===== src/rtl/scct_mctr_pkg.sv =====
// Shared constants for the SCCT multi-channel timer.
// Register indices, CTRL/STAT bit positions, default widths.
// Optional feature macro: SCCT_MCTR_COMPARE_EN (compare unit).
package scct_mctr_pkg;

  localparam int N_CH_DEF   = 4;
  localparam int CTR_W_DEF  = 32;
  localparam int PSC_W_DEF  = 16;
  localparam int DATA_W_DEF = 32;

  localparam logic [2:0] REG_CTRL = 3'd0;
  localparam logic [2:0] REG_PSC  = 3'd1;
  localparam logic [2:0] REG_CNT  = 3'd2;
  localparam logic [2:0] REG_CMP  = 3'd3;
  localparam logic [2:0] REG_STAT = 3'd4;

  localparam int CTRL_RUN    = 0;
  localparam int CTRL_OVF_IE = 1;
  localparam int CTRL_CMP_IE = 2;

  localparam int STAT_OVF = 0;
  localparam int STAT_CMP = 1;

`ifdef SCCT_MCTR_COMPARE_EN
  localparam bit CMP_EN = 1'b1;
`else
  localparam bit CMP_EN = 1'b0;
`endif

  // Writable bits; compare-related bits vanish without the compare unit.
  localparam logic [2:0] CTRL_MASK = CMP_EN ? 3'b111 : 3'b011;
  localparam logic [1:0] STAT_MASK = CMP_EN ? 2'b11 : 2'b01;

endpackage


===== src/rtl/scct_mctr_channel.sv =====
// One timer channel: prescaler, counter, CTRL/PSC/CMP/STAT, irq.
// Ports: clk, rst (async, high), wen (channel-selected), idx,
// wdata, rval (combinational readback of idx), cnt, tick, irq.
// Compare unit built only with SCCT_MCTR_COMPARE_EN.
module scct_mctr_channel
  import scct_mctr_pkg::*;
#(
  parameter int CTR_W  = CTR_W_DEF,
  parameter int PSC_W  = PSC_W_DEF,
  parameter int DATA_W = DATA_W_DEF
) (
  input  logic              clk,
  input  logic              rst,
  input  logic              wen,
  input  logic [2:0]        idx,
  input  logic [DATA_W-1:0] wdata,
  output logic [DATA_W-1:0] rval,
  output logic [CTR_W-1:0]  cnt,
  output logic              tick,
  output logic              irq
);

  logic [2:0]       ctrl;
  logic [PSC_W-1:0] psc;
  logic [PSC_W-1:0] psc_sh;
  logic [PSC_W-1:0] pcount;
  logic [1:0]       stat;
  logic             run;
  logic             hit;
  logic             wr_ctrl;
  logic             wr_psc;
  logic             wr_cnt;
  logic             wr_stat;
  logic [CTR_W-1:0] cnt_inc;
  logic [1:0]       set_f;
  logic [1:0]       clr_f;

  assign run     = ctrl[CTRL_RUN];
  assign hit     = run && (pcount == psc_sh);
  assign cnt_inc = cnt + CTR_W'(1);

  assign wr_ctrl = wen && (idx == REG_CTRL);
  assign wr_psc  = wen && (idx == REG_PSC);
  assign wr_cnt  = wen && (idx == REG_CNT);
  assign wr_stat = wen && (idx == REG_STAT);

  assign clr_f = wr_stat ? (wdata[1:0] & STAT_MASK) : 2'b00;

  // A CNT write overrides a same-edge increment, so that increment
  // never lands and raises no flag.
  assign set_f[STAT_OVF] = hit && !wr_cnt && (&cnt);

`ifdef SCCT_MCTR_COMPARE_EN
  logic [CTR_W-1:0] cmp;
  logic             wr_cmp;

  assign wr_cmp = wen && (idx == REG_CMP);

  always_ff @(posedge clk or posedge rst) begin
    if (rst) begin
      cmp <= '0;
    end else if (wr_cmp) begin
      cmp <= wdata[CTR_W-1:0];
    end
  end

  assign set_f[STAT_CMP] = hit && !wr_cnt &&
                           (cnt_inc == cmp);
  assign irq = (stat[STAT_OVF] & ctrl[CTRL_OVF_IE]) |
               (stat[STAT_CMP] & ctrl[CTRL_CMP_IE]);
`else
  assign set_f[STAT_CMP] = 1'b0;
  assign irq = stat[STAT_OVF] & ctrl[CTRL_OVF_IE];
`endif

  always_ff @(posedge clk or posedge rst) begin
    if (rst) begin
      ctrl   <= '0;
      psc    <= '0;
      psc_sh <= '0;
      pcount <= '0;
      cnt    <= '0;
      stat   <= '0;
      tick   <= 1'b0;
    end else begin
      tick <= hit;
      // Set beats a same-edge write-1-to-clear.
      stat <= (stat & ~clr_f) | set_f;
      if (wr_ctrl) begin
        ctrl <= wdata[2:0] & CTRL_MASK;
      end
      if (wr_psc) begin
        psc <= wdata[PSC_W-1:0];
      end
      // The shadow reloads only at period end, so a PSC write
      // never disturbs the period in progress.
      if (hit) begin
        pcount <= '0;
        psc_sh <= psc;
      end else if (run) begin
        pcount <= pcount + PSC_W'(1);
      end
      if (wr_cnt) begin
        cnt <= wdata[CTR_W-1:0];
      end else if (hit) begin
        cnt <= cnt_inc;
      end
    end
  end

  always_comb begin
    rval = '0;
    unique case (1'b1)
      (idx == REG_CTRL): rval = DATA_W'(ctrl);
      (idx == REG_PSC):  rval = DATA_W'(psc);
      (idx == REG_CNT):  rval = DATA_W'(cnt);
`ifdef SCCT_MCTR_COMPARE_EN
      (idx == REG_CMP):  rval = DATA_W'(cmp);
`endif
      (idx == REG_STAT): rval = DATA_W'(stat);
      default:           rval = '0;
    endcase
  end

endmodule


===== src/rtl/scct_multi_counter.sv =====
// N_CH-channel prescaled timer behind one register port.
// Ports: clk, rst (async, high), wen, ren, addr {ch, reg[2:0]},
// wdata, rdata/rvalid (registered), count_o, tick_o, irq_o,
// irq_any_o. Compare unit: define SCCT_MCTR_COMPARE_EN.
module scct_multi_counter
  import scct_mctr_pkg::*;
#(
  parameter int N_CH   = N_CH_DEF,
  parameter int CTR_W  = CTR_W_DEF,
  parameter int PSC_W  = PSC_W_DEF,
  parameter int DATA_W = DATA_W_DEF,
  parameter int AW     = $clog2(N_CH) + 3
) (
  input  logic                    clk,
  input  logic                    rst,
  input  logic                    wen,
  input  logic                    ren,
  input  logic [AW-1:0]           addr,
  input  logic [DATA_W-1:0]       wdata,
  output logic [DATA_W-1:0]       rdata,
  output logic                    rvalid,
  output logic [N_CH*CTR_W-1:0]   count_o,
  output logic [N_CH-1:0]         tick_o,
  output logic [N_CH-1:0]         irq_o,
  output logic                    irq_any_o
);

  logic [AW-1:0]     ch_sel;
  logic [N_CH-1:0]   ch_hit;
  logic [DATA_W-1:0] rval [N_CH];
  logic [DATA_W-1:0] rd_mux;

  // Channel numbers at or above N_CH match nothing: reads give 0,
  // writes are dropped.
  assign ch_sel = addr >> 3;

  for (genvar k = 0; k < N_CH; k++) begin : g_ch
    assign ch_hit[k] = (ch_sel == AW'(k));

    scct_mctr_channel #(
      .CTR_W  (CTR_W),
      .PSC_W  (PSC_W),
      .DATA_W (DATA_W)
    ) u_ch (
      .clk   (clk),
      .rst   (rst),
      .wen   (wen && ch_hit[k]),
      .idx   (addr[2:0]),
      .wdata (wdata),
      .rval  (rval[k]),
      .cnt   (count_o[k*CTR_W +: CTR_W]),
      .tick  (tick_o[k]),
      .irq   (irq_o[k])
    );
  end

  always_comb begin
    rd_mux = '0;
    for (int i = 0; i < N_CH; i++) begin
      if (ch_hit[i]) begin
        rd_mux = rval[i];
      end
    end
  end

  // Sampled from pre-edge state, so a same-edge write is not seen.
  always_ff @(posedge clk or posedge rst) begin
    if (rst) begin
      rdata  <= '0;
      rvalid <= 1'b0;
    end else begin
      rvalid <= ren;
      rdata  <= ren ? rd_mux : '0;
    end
  end

  assign irq_any_o = |irq_o;

endmodule


===== config.mk =====
export PLATFORM = sky130hd
export DESIGN_NAME = scct_multi_counter
export DESIGN_NICKNAME = d
export VERILOG_FILES = /design/src/rtl/scct_mctr_pkg.sv /design/src/rtl/scct_mctr_channel.sv /design/src/rtl/scct_multi_counter.sv
export SDC_FILE = /design/constraint.sdc
export NUM_CORES = 1
export LEC_CHECK = 0
export ABC_AREA = 1
export BUFFER_PORTS_ARGS = -buffer_cell sky130_fd_sc_hd__buf_2
export CAP_MARGIN = 20
export CORE_ASPECT_RATIO = 1.1
export CORE_MARGIN = 10
export CORE_UTILIZATION = 55
export DETAILED_ROUTE_END_ITERATION = 8
export PLACE_DENSITY = 0.78
export SYNTH_ARGS = -nofsm -noshare
export SYNTH_HDL_FRONTEND = slang
export SYNTH_SLANG_ARGS = --single-unit

===== constraint.sdc =====
create_clock -name clk -period 13.4 [get_ports clk]
set_clock_uncertainty 0.2 [all_clocks]
set_input_delay 2.68 -clock clk [delete_from_list [all_inputs] [get_ports clk]]
set_output_delay 2.68 -clock clk [all_outputs]
set_load 0.05 [all_outputs]

==> flow_summary.json <==
{
  "max-slew-margin-rel_pct": 29.3,
  "clock_latency_ns": 0.58,
  "drive_gt1_share_pct": 9.39,
  "arrival_ns": 6.34,
  "finalSetupViolations": 0,
  "synth_seq_area_share_pct": 39.5,
  "use_met2_pct": 47.4,
  "cts.sinks": 369,
  "netlist.top_cell.by_area": "dfrtp_1",
  "yosysUniqueCellTypes": 46,
  "cts_resized": 0,
  "die_y_microns": 236,
  "h-tree-depth": 2,
  "grtUsageMet3_pct": 6.94,
  "synth_area_sq_um": 23400,
  "fmax_ghz": 0.163,
  "synth_top_area_share_pct": 39.5,
  "worstMarginPinSlew_ns": 1.06,
  "final_cell_mix": "nand2_1 (1406), nor2_1 (389), dfrtp_1 (369)",
  "path_class": "in -> reg",
  "detail_route.vias_per_cell": 5.63,
  "synth_xor_area_share_pct": 2.58,
  "synth_cells": 3604,
  "synth-compound-area-share_pct": 8.99,
  "area_growth_pct": 11.3,
  "post_cts_buffers": 0,
  "synthMuxAreaShare_pct": 0,
  "synth-main-ff-cell": "dfrtp_1",
  "postRouteAntennaNets": 0,
  "wl_per_cell_microns": 19.4,
  "cts.path.max_buffers": 3,
  "crit_path_start_kind": "input port",
  "clock-root-buffer": "clkbuf_16",
  "final_util_pct": 61.7,
  "cts_tree": "built",
  "antenna_found_initial": 3,
  "std_cell_rows": 79,
  "die_x_microns": 217,
  "leakagePower_nw": 13.5,
  "finalNonFillerCells": 4328,
  "numPortBuffers": 210,
  "period_needed_ns": 6.13,
  "pin_count": 211,
  "synth_adder_area_share_pct": 0.428,
  "maxCapViolations": 0,
  "hold_class": "reg -> reg",
  "max-vdd-ir-drop_v": 0.000181,
  "nNetsFinal": 3778,
  "rsz0062_at_grt": "false",
  "core-area_sq_um": 42200,
  "synth_top_family_by_area": "simple AND/OR/NAND/NOR gates",
  "start_util_pct": 55.4,
  "drt_iter0_markers": 2881,
  "place_hpwl_mm": 61.8,
  "yosys-top-cells-area": "dfrtp_1 (39%), nand2_1 (23%), nand3_1 (7.1%)",
  "vias": 24387,
  "final_common_cell": "nand2_1",
  "numCtsBuffers": 41,
  "hold_viol": 0,
  "yosys_warnings": 0,
  "synth_edf_count": 0,
  "drv_slew": 0,
  "endpoint_kind": "register",
  "busiest_layer": "met2",
  "gp_congestion": 1.02,
  "dpl.cell_count": 4251,
  "drcViolationCount": 0,
  "die_area_sq_um": 51200,
  "use_met1_pct": 42.0,
  "p_per_area_nw_per_um2": 160,
  "synthArstFlopShare_pct": 100,
  "fin_tns_setup_ns": 0,
  "clkTransAtPathRegs_ns": 0.06,
  "grt_pass1_wl_mm": 129,
  "grt_overflow": 0,
  "synth_area_per_cell_sq_um": 6.49,
  "worstPathRequired_ns": 13.61,
  "grt_use_total_pct": 32.0,
  "grt_pass1_vias": 22407,
  "grt_max_degree": 181,
  "dr.pass1.iters": 6,
  "synth_nets": 3653,
  "hold_buffers": 0,
  "power_w": 0.00418,
  "ys_ff_latch": 369,
  "synthSimpleGateAreaFrac_pct": 39.8,
  "status": "complete, no violations",
  "period_share_pct": 45.7,
  "wirelength_mm": 84.0,
  "cp_max_fo": 55
}
[power by group]
group          total [W]  internal (W)  switching (W)
Clock            0.00120      0.000721       0.000483
Combinational    0.00132      0.000389       0.000934
Sequential       0.00165       0.00134       0.000311
Total            0.00418       0.00245        0.00173
[Yosys cell counts (7+ instances only)]
cell type	instances
nand3b_1	7
buf_1	9
nand3_1	332
nor2_1	389
inv_1	332
o22ai_1	9
nor4_1	10
o21ai_1	11
ha_1	8
xor2_1	55
nor3_1	28
inv_2	17
nand2_1	1408
nor2_2	9
nand4_1	54
buf_4	26
o21ai_0	214
buf_2	54
a21oi_1	121
xnor2_1	14
a211oi_1	7
a21oi_2	10
nand2_2	9
clkbuf_1	49
dfrtp_1	369
[worst paths after layout]
check                                        from                      end  slack, ns  depth (start not counted)
setup / recovery                          addr[0]      g_ch[2].u_ch.cnt[4]       7.27                         10
hold reg to reg            g_ch[0].u_ch.psc_sh[2]   g_ch[0].u_ch.psc_sh[2]       0.29                          2
max in group asynchronous                     rst   g_ch[3].u_ch.psc_sh[8]       8.61                          4
setup reg to reg             g_ch[1].u_ch.ctrl[0]     g_ch[1].u_ch.cnt[20]      10.07                          9
hold / removal             g_ch[0].u_ch.psc_sh[2]   g_ch[0].u_ch.psc_sh[2]       0.29                          2
min in group asynchronous                     rst  g_ch[0].u_ch.pcount[10]       2.06                          2
[critical path, cell delays in order]
cell and delay [ns]:
buf_2 0.10, inv_1 0.10, nand3_2 0.50, inv_2 0.52, buf_4 0.55, nand2_2 0.74, inv_2 0.77, o21ai_1 0.15
nand2_1 0.09, o21ai_0 0.10
[layer usage]
layer,up-vias,part of all wire [%]
met5,-,0
met4,0,7.2
met3,287,9.0
met2,1199,43
met1,11204,41
li1,11697,-
[flip-flops by register name, summed over array words and instances (netlist names)]
register and flops:
g_ch.u_ch.cnt 128, g_ch.u_ch.pcount 64, g_ch.u_ch.psc 64, g_ch.u_ch.psc_sh 64, rdata 32, g_ch.u_ch.ctrl 8, g_ch.u_ch.stat 4, g_ch.u_ch.tick 4
rvalid 1
[kinds of logic after synthesis]
kind of cell	count (synthesis)
simple gates	2271
fa+ha+maj	8
buf+inv	493
xor+xnor	69
flops	369
compound gates	394
[stage by stage]
step           instance area, sq um  worst slack [ns]  hold WS (ns)
3_3_place_gp                  24500              6.81         0.275
2_1_floorplan                 23400             0.274         0.262
3_5_place_dp                  24600              6.75         0.280
5_1_grt                       26000              6.91         0.335
6_report                      26000              7.27         0.294
4_1_cts                       26000              7.34         0.294
[final cells by class]
| type | count | area [sq um] |
|---|---|---|
| diodes | 2 | 5.00 |
| clock inverters | 18 | 228 |
| fillers | 4041 | 16200 |
| multi-input cells | 2742 | 12100 |
| clock buffers | 55 | 1190 |
| well taps | 567 | 709 |
| repair buffers | 225 | 1230 |
| inverters | 350 | 1320 |
| flip-flops and latches | 369 | 9230 |
Power figures use the tool's default switching activity.
